[config.mk]
export PLATFORM = sky130hd
export DESIGN_NAME = axis_pkt_m
export DESIGN_NICKNAME = d
export VERILOG_FILES = /design/src/rtl/axis_pkt_m.sv
export SDC_FILE = /design/constraint.sdc
export NUM_CORES = 1
export LEC_CHECK = 0
export CORE_UTILIZATION = 34
export DETAILED_ROUTE_END_ITERATION = 12
export PLACE_DENSITY = 0.47
export SLEW_MARGIN = 20
export SYNTH_ARGS = -nofsm -noshare
export SYNTH_HDL_FRONTEND = slang
export SYNTH_SLANG_ARGS = --single-unit
[constraint.sdc]
create_clock -name m_axis_aclk -period 2.9 [get_ports m_axis_aclk]
set_input_delay 0.29 -clock m_axis_aclk [delete_from_list [all_inputs] [get_ports m_axis_aclk]]
set_output_delay 0.29 -clock m_axis_aclk [all_outputs]
set_load 0.02 [all_outputs]
[src/rtl/axis_pkt_m.sv]
// -----------------------------------------------------------------------------
// axis_pkt_m - AXI-Stream packet master.
//
// Buffers source words in an internal FIFO, or generates a seeded ramp
// pattern (seed * beat index), and emits packets of (pkt_len + 1) beats with
// tlast on the final beat. The beat register (tvalid/tdata/tlast) is fully
// registered and holds stable under back-pressure.
//
// Ports:
//   m_axis_aclk / m_axis_areset : clock, asynchronous active-high reset
//   in_valid / in_data / in_ready : source word push interface (in_ready = !full)
//   start / mode / pkt_len / pat_seed : packet request, latched in IDLE
//   m_axis_tready / tvalid / tdata / tlast : AXI-Stream master port
//   busy       : state != IDLE
//   pkt_done   : one-cycle pulse after the final beat handshake
//   fifo_level : current FIFO occupancy
// -----------------------------------------------------------------------------
module axis_pkt_m #(
  parameter int DATA_W     = 8,
  parameter int FIFO_DEPTH = 16,
  parameter int LEN_W      = 8
) (
  input  logic                          m_axis_aclk,
  input  logic                          m_axis_areset,
  input  logic                          in_valid,
  input  logic [DATA_W-1:0]             in_data,
  output logic                          in_ready,
  input  logic                          start,
  input  logic                          mode,
  input  logic [LEN_W-1:0]              pkt_len,
  input  logic [DATA_W-1:0]             pat_seed,
  input  logic                          m_axis_tready,
  output logic                          m_axis_tvalid,
  output logic [DATA_W-1:0]             m_axis_tdata,
  output logic                          m_axis_tlast,
  output logic                          busy,
  output logic                          pkt_done,
  output logic [$clog2(FIFO_DEPTH):0]   fifo_level
);

  localparam int AW    = $clog2(FIFO_DEPTH);
  localparam int LVL_W = AW + 1;
  // One extra bit so a 2^LEN_W-beat packet can reach idx == len without wrapping.
  localparam int IW    = LEN_W + 1;

  localparam logic [1:0] S_IDLE  = 2'd0;
  localparam logic [1:0] S_SEND  = 2'd1;
  localparam logic [1:0] S_DRAIN = 2'd2;

  logic [1:0]        state_q,  state_d;
  logic              mode_q,   mode_d;
  logic [LEN_W-1:0]  len_q,    len_d;
  logic [DATA_W-1:0] seed_q,   seed_d;
  logic [IW-1:0]     idx_q,    idx_d;
  logic [DATA_W-1:0] pat_q,    pat_d;
  logic [AW-1:0]     wr_ptr_q, wr_ptr_d;
  logic [AW-1:0]     rd_ptr_q, rd_ptr_d;
  logic [LVL_W-1:0]  level_q,  level_d;
  logic              tvalid_q, tvalid_d;
  logic [DATA_W-1:0] tdata_q,  tdata_d;
  logic              tlast_q,  tlast_d;
  logic              done_q,   done_d;
  logic              busy_q,   busy_d;

  logic [DATA_W-1:0] mem_q [FIFO_DEPTH];

  logic full_s, empty_s, load_s, pop_s, push_s, hs_s, last_s;

  assign full_s   = (level_q == LVL_W'(FIFO_DEPTH));
  assign empty_s  = (level_q == '0);
  assign in_ready = ~full_s;
  assign hs_s     = tvalid_q & m_axis_tready;
  assign last_s   = (idx_q == {1'b0, len_q});
  // Pattern mode never starves; FIFO mode needs a word already stored.
  assign load_s   = (state_q == S_SEND) & (mode_q | ~empty_s) & (~tvalid_q | m_axis_tready);
  assign pop_s    = load_s & ~mode_q;
  // A full FIFO still takes a word on an edge where it also pops one.
  assign push_s   = in_valid & (~full_s | pop_s);

  // Next-state logic for the FIFO bookkeeping, beat register and packet FSM.
  always_comb begin
    state_d  = state_q;
    mode_d   = mode_q;
    len_d    = len_q;
    seed_d   = seed_q;
    idx_d    = idx_q;
    pat_d    = pat_q;
    tvalid_d = tvalid_q;
    tdata_d  = tdata_q;
    tlast_d  = tlast_q;
    done_d   = 1'b0;

    if (push_s) begin
      wr_ptr_d = wr_ptr_q + AW'(1);
    end else begin
      wr_ptr_d = wr_ptr_q;
    end

    if (pop_s) begin
      rd_ptr_d = rd_ptr_q + AW'(1);
    end else begin
      rd_ptr_d = rd_ptr_q;
    end

    case ({push_s, pop_s})
      2'b10:   level_d = level_q + LVL_W'(1);
      2'b01:   level_d = level_q - LVL_W'(1);
      default: level_d = level_q;
    endcase

    if (load_s) begin
      tvalid_d = 1'b1;
      tdata_d  = mode_q ? pat_q : mem_q[rd_ptr_q];
      tlast_d  = last_s;
      idx_d    = idx_q + IW'(1);
      // Running sum seed*idx avoids a multiplier.
      pat_d    = pat_q + seed_q;
    end else if (hs_s) begin
      tvalid_d = 1'b0;
      tdata_d  = '0;
      tlast_d  = 1'b0;
    end else begin
      tvalid_d = tvalid_q;
    end

    case (state_q)
      S_IDLE: begin
        if (start) begin
          state_d = S_SEND;
          mode_d  = mode;
          len_d   = pkt_len;
          seed_d  = pat_seed;
          idx_d   = '0;
          pat_d   = '0;
        end else begin
          state_d = S_IDLE;
        end
      end
      S_SEND: begin
        if (load_s && last_s) begin
          state_d = S_DRAIN;
        end else begin
          state_d = S_SEND;
        end
      end
      S_DRAIN: begin
        if (hs_s && tlast_q) begin
          state_d = S_IDLE;
          done_d  = 1'b1;
        end else begin
          state_d = S_DRAIN;
        end
      end
      default: begin
        state_d = S_IDLE;
      end
    endcase

    busy_d = (state_d != S_IDLE);
  end

  // Control and output registers; reset aborts any packet in flight.
  always_ff @(posedge m_axis_aclk or posedge m_axis_areset) begin
    if (m_axis_areset) begin
      state_q  <= S_IDLE;
      mode_q   <= 1'b0;
      len_q    <= '0;
      seed_q   <= '0;
      idx_q    <= '0;
      pat_q    <= '0;
      wr_ptr_q <= '0;
      rd_ptr_q <= '0;
      level_q  <= '0;
      tvalid_q <= 1'b0;
      tdata_q  <= '0;
      tlast_q  <= 1'b0;
      done_q   <= 1'b0;
      busy_q   <= 1'b0;
    end else begin
      state_q  <= state_d;
      mode_q   <= mode_d;
      len_q    <= len_d;
      seed_q   <= seed_d;
      idx_q    <= idx_d;
      pat_q    <= pat_d;
      wr_ptr_q <= wr_ptr_d;
      rd_ptr_q <= rd_ptr_d;
      level_q  <= level_d;
      tvalid_q <= tvalid_d;
      tdata_q  <= tdata_d;
      tlast_q  <= tlast_d;
      done_q   <= done_d;
      busy_q   <= busy_d;
    end
  end

  // FIFO storage; contents need no reset since the pointers and level are flushed.
  always_ff @(posedge m_axis_aclk) begin
    if (push_s) begin
      mem_q[wr_ptr_q] <= in_data;
    end
  end

  assign m_axis_tvalid = tvalid_q;
  assign m_axis_tdata  = tdata_q;
  assign m_axis_tlast  = tlast_q;
  assign busy          = busy_q;
  assign pkt_done      = done_q;
  assign fifo_level    = level_q;

endmodule

# Word-level counts from Yosys, hierarchy flattened

Memory sizes are Yosys's and may differ from the RTL's.
Cells that the tools add are included.

Bits in registers: 61
Bits in writable memories: 128
Logic and storage cells: 68
Memories kept: 1

Memory list:

| name  | words | width | rd ports | clocked after Yosys merged registers in | write ports | line | source |
|---|---|---|---|---|---|---|---|
| mem_q | 16    | 8     | 1        | 0                                       | 1           | 65   | `logic [DATA_W-1:0] mem_q [FIFO_DEPTH];` |

Add/sub/neg operators: 6
Eq/ne operators: 6
Mux-type cells: 21
Bitwise gates (word level): 12
Reductions and logical operators: 8

Operators by type and width:

| kind                  | count |
|---|---|
| $mux W8               | 6 |
| $mux W9               | 3 |
| $pmux W5 S2           | 1 |
| $add A9 B1 Y9 const B | 1 |
| $eq A9 B8 Y1          | 1 |
| $add A4 B1 Y4 const B | 2 |
| $add A8 B8 Y8         | 1 |
| $mux W1               | 8 |
| $pmux W2 S3           | 1 |
| $reduce_bool A2 Y1    | 3 |
| $add A5 B1 Y5 const B | 1 |
| $and A1 B1 Y1         | 5 |
| $eq A5 B5 Y1 const B  | 1 |
| $logic_not A5 Y1      | 1 |
| $sub A5 B1 Y5 const B | 1 |
| $eq A2 B1 Y1 const B  | 2 |
| $eq A2 B2 Y1 const B  | 2 |
| $mux W2               | 2 |
| $not A1 Y1            | 4 |
| $or A1 B1 Y1          | 3 |
| $logic_and A1 B1 Y1   | 2 |
| $logic_not A2 Y1      | 1 |
| $reduce_and A2 Y1     | 1 |

# Logic depth before layout (Yosys ltp)

Word-level depth: 10
Gate-level depth with buffers: 11
Mapped depth without buffers: 10

# Least setup slack after synthesis

No wires, ideal clock.

Kind: register -> register
Start: register tvalid_q (netlist: m_axis_tvalid)
End: register level_q[4] (netlist: fifo_level[4])
Data arrival time: 2511 ps
Slack: 246 ps
Stages on the path, launching flop included: 10
Clock period less this slack: 2654 ps
Path through: dfrtp_1 > nor2b_1 > a2111oi_4 > and2b_4 > ha_1 > nor2b_1 > o21a_1 > or2_2 > o221ai_1 > o221ai_1

Cells in the longest elaborated chain, start to end: 8
Elaborated cells on any way between the ends: 10
Those cells by class: eq/ne (2); mux (1); bitwise (6); reduce/logical (1)

Ends and longest elaborated chain:

| item                                                     | line | source |
|---|---|---|
| start, declared                                          | 59   | `logic tvalid_q, tvalid_d;` |
| start signal, assigned                                   | 189  | `tvalid_q <= tvalid_d;` |
| $not A1 Y1 (*)                                           | 75   | `assign load_s = (state_q == S_SEND) & (mode_q \| ~empty_s) & (~tvalid_q \| m_axis_tready);` |
| $or A1 B1 Y1 (*)                                         | 75   |  |
| $and A1 B1 Y1 (*)                                        | 75   |  |
| $and A1 B1 Y1 (*)                                        | 76   | `assign pop_s = load_s & ~mode_q;` |
| $or A1 B1 Y1                                             | 78   | `assign push_s = in_valid & (~full_s \| pop_s);` |
| $and A1 B1 Y1                                            | 78   |  |
| $eq A2 B1 Y1 / $eq A2 B2 Y1 (equally long branches)      | 105  | `case ({push_s, pop_s})` |
| $pmux W5 S2 / $reduce_bool A2 Y1 (equally long branches) | --   |  |
| end signal, assigned                                     | 188  | `level_q <= level_d;` |
| end, declared                                            | 58   | `logic [LVL_W-1:0] level_q, level_d;` |

Mark *: on every way between the ends. The rest lies on a longest branch, timed or not.
A chain may end at the register's enable or synchronous reset.

# Worst setup path in the final report

Same ends and word-level chain as after synthesis.

==> out/metrics.cfg <==
[timing]
slew_headroom=0.517
max_freq_ghz=0.387
finalHoldViolCount=0
report.final.slew_viol_count=0
skew_ns=0.00894
period_needed_ns=2.59
rsz0062_at_grt=no
tns_ns=0
finalSetupViolCount=0
min_period_over_period=0.892
tightest_slew_ns=0.722

[clock_network]
cts_root_buf=clkbuf_16
cts.sinks=189
insertion_delay_ns=0.44
cts_hold_buffers=0
clk_path_buf_depth=2
htree_levels=4
tritoncts=yes
cts_buffers=17
cts_resized=0
clk_pin_slew_worst_paths_ns=0.07
postCtsSetupBuffers=0

[grt]
antenna_found_initial=0
overflow=0
grt_usage=0.159
grt_pass1_vias=4779
grt_pass1_wl_um=28200
grt_max_degree=32

[floorplan]
initial_core_util=0.351
placementRows=55
die_height_um=156
dieArea_mm2=0.0243
die_w_um=156
core-area_mm2=0.0230
io_pins=48

[worst_hold_path]
hp-class=input port to asynchronous set/reset pin

[critical_path]
worstPathArrival_ns=2.89
rr_endpoint=fifo_level[4]
cp_common_cell=nor2b_1
critPathMaxFanout=5
reg2reg_slack_ns=0.31
crit_slowest_cell=dfrtp_1
required_ns=3.20
rr_worst_depth=9
crit_chain=nor2b_1 -> a2111oi_4 -> and2b_4 -> ha_1 -> nor2b_1 -> o21a_1 -> o21ai_0 -> o22a_1 -> o221ai_1
crit_cells=9
crit_path_start=m_axis_tvalid
critical_path_class=flip-flop to flip-flop
cp-endpoint=fifo_level[4]
r2r-start=m_axis_tvalid
critPathBufInv=0
cp-start-kind=flip-flop
cpLargestDelayFamily=compound AO/OA/AOI/OAI gates
worstSetupEndpointType=flip-flop
cpPeakStageDelay_ns=0.43

[drt]
num_vias=4577
drt_iter0_drc=225
drc_errors=0
ant_nets=0
wl_per_cell_um=19.3
drt_pass1_iterations=4
postRouteWirelength_um=17900
vias_per_cell=4.94

[place]
placed_cell_area_mm2=0.00908
hpwl_um=11900
port_buffers=47
placed_cells=895
routabilityCongestion=0.759

[layout]
design_area_mm2=0.00965
fin_nets=649
syn_to_final_growth_pct=19.6
final_cells=927
drive_gt1_frac=0.178
diodes=0

[logic_synthesis]
yosys_warnings=0
yosysUniqueCellTypes=51
synthFlopType=edfxtp_1
syn_inst=527
synthesis.area_mm2=0.00807
synth_top_area_share=0.477
synth-edff-count=128
synth_nets=575
yosysSeqAreaShare=0.666
syn_avg_cell_area_um2=15.3
synth_area_leader_cell=edfxtp_1
async_flop_share=0.323
ys_ff_latch=189
synth_area_leaders=edfxtp_1 48%, dfrtp_1 19%, mux4_2 8.9%

[run_status]
outcome=completed

[power]
power_leakage_nw=3.58
ir_drop_mv=0.400
power_density_mw_per_mm2=1000

[job]
maxCapViolCount=0

## cell usage after synthesis, types with 4 or more instances
cell	instances
nand2_1	78
nor3_1	11
clkbuf_1	8
xnor2_1	14
xor2_1	9
a21oi_1	8
nor3b_1	5
nand2b_1	5
a221o_1	8
nand4_1	6
buf_1	4
edfxtp_1	128
nor2_1	29
mux2i_1	20
ha_1	16
dfrtp_1	61
a211oi_1	5
buf_2	10
inv_1	7
o21ai_0	9
mux4_2	32
o22ai_1	9
## per-layer routing
metal  vias to the layer above  global-route usage  wire length, um
li1                       2145                   -                -
met1                      2334               0.213             8370
met2                        82               0.261             8710
met3                        16              0.0300              608
met4                         0              0.0462              190
met5                         -                   0                0
## cells by family (layout without fill, tap and decap cells)
logic type / count (synthesis) / after routing / synth area share
compound gates: 61 / 61 / 0.0580
xor+xnor: 23 / 23 / 0.0250
fa+ha+maj: 18 / 18 / 0.0298
buf+inv: 30 / 117 / 0.0160
flops: 189 / 189 / 0.666
mux: 55 / 55 / 0.119
simple gates: 151 / 151 / 0.0862
## sequential cells by signal (all words and copies together), names as in the netlist
signal and count:
mode_q 1, pat_q 8, busy 1, m_axis_tdata 8, wr_ptr_q 4, state_q 2
m_axis_tlast 1, fifo_level 5, idx_q 9, m_axis_tvalid 1, pkt_done 1, rd_ptr_q 4
seed_q 8, mem_q 128, len_q 8
## placed cells by master, fill, tap and decap left out, types with 3 or more instances in the layout
cell / count
nor4_1: 3
nand4_1: 6
clkdlybuf4s50_1: 47
o21bai_1: 3
buf_4: 30
mux2i_1: 20
edfxtp_1: 128
nor3_1: 11
xor2_1: 9
nor2_1: 29
a211oi_1: 5
o22ai_1: 9
xnor2_1: 14
o21ai_0: 9
mux4_2: 32
inv_8: 4
nor3b_1: 3
clkbuf_16: 17
nand2b_1: 5
a21oi_1: 8
ha_1: 16
a221o_1: 8
a21o_1: 3
clkinvlp_4: 3
inv_1: 6
nand2_1: 78
dfrtp_1: 60
## layout make-up
type	count	area, um^2
Inverter	7	26.3
Clock buffer	19	433
Multi-Input combinational cell	308	2580
Tap cell	313	392
Clock inverter	13	131
Timing Repair Buffer	78	716
Sequential cell	189	5370
Fill cell	2124	13300
## power by group
group	switching, mW	total, mW	internal [mW]
clock	1.11	2.25	1.14
combinational	1.81	3.48	1.67
sequential	0.509	3.94	3.43
total	3.43	9.67	6.24
## worst register-to-register path: cells and delay by family, from the launching register on
family / cells / cell delay (ns)
compound gates: 5 / 1.17
fa+ha+maj: 1 / 0.27
flops: 1 / 0.43
simple gates: 3 / 0.59
## worst min path at each step
stage	to	slack [ns]	depth (start not counted)
2_1_floorplan	mem_q[0][0]	0.39	0
3_3_place_gp	pat_q[7]	0.47	1
3_5_place_dp	pat_q[7]	0.48	1
4_1_cts	wr_ptr_q[3]	0.10	2
5_1_grt	fifo_level[2]	0.13	2
6_report	wr_ptr_q[3]	0.11	2
## through the flow
stage	total power, mW	hold WS (ns)	util	setup WS [ns]
CTS	9.80	0.104	0.420	0.335
global placement	7.48	0.470	0.395	0.0777
detailed placement	7.53	0.478	0.395	0.0117
finish	9.67	0.105	0.420	0.314
global route	10.3	0.128	0.420	0.104
floorplan	6.33	0.389	-	0.246
No activity file was read; power rests on OpenSTA's default activity.
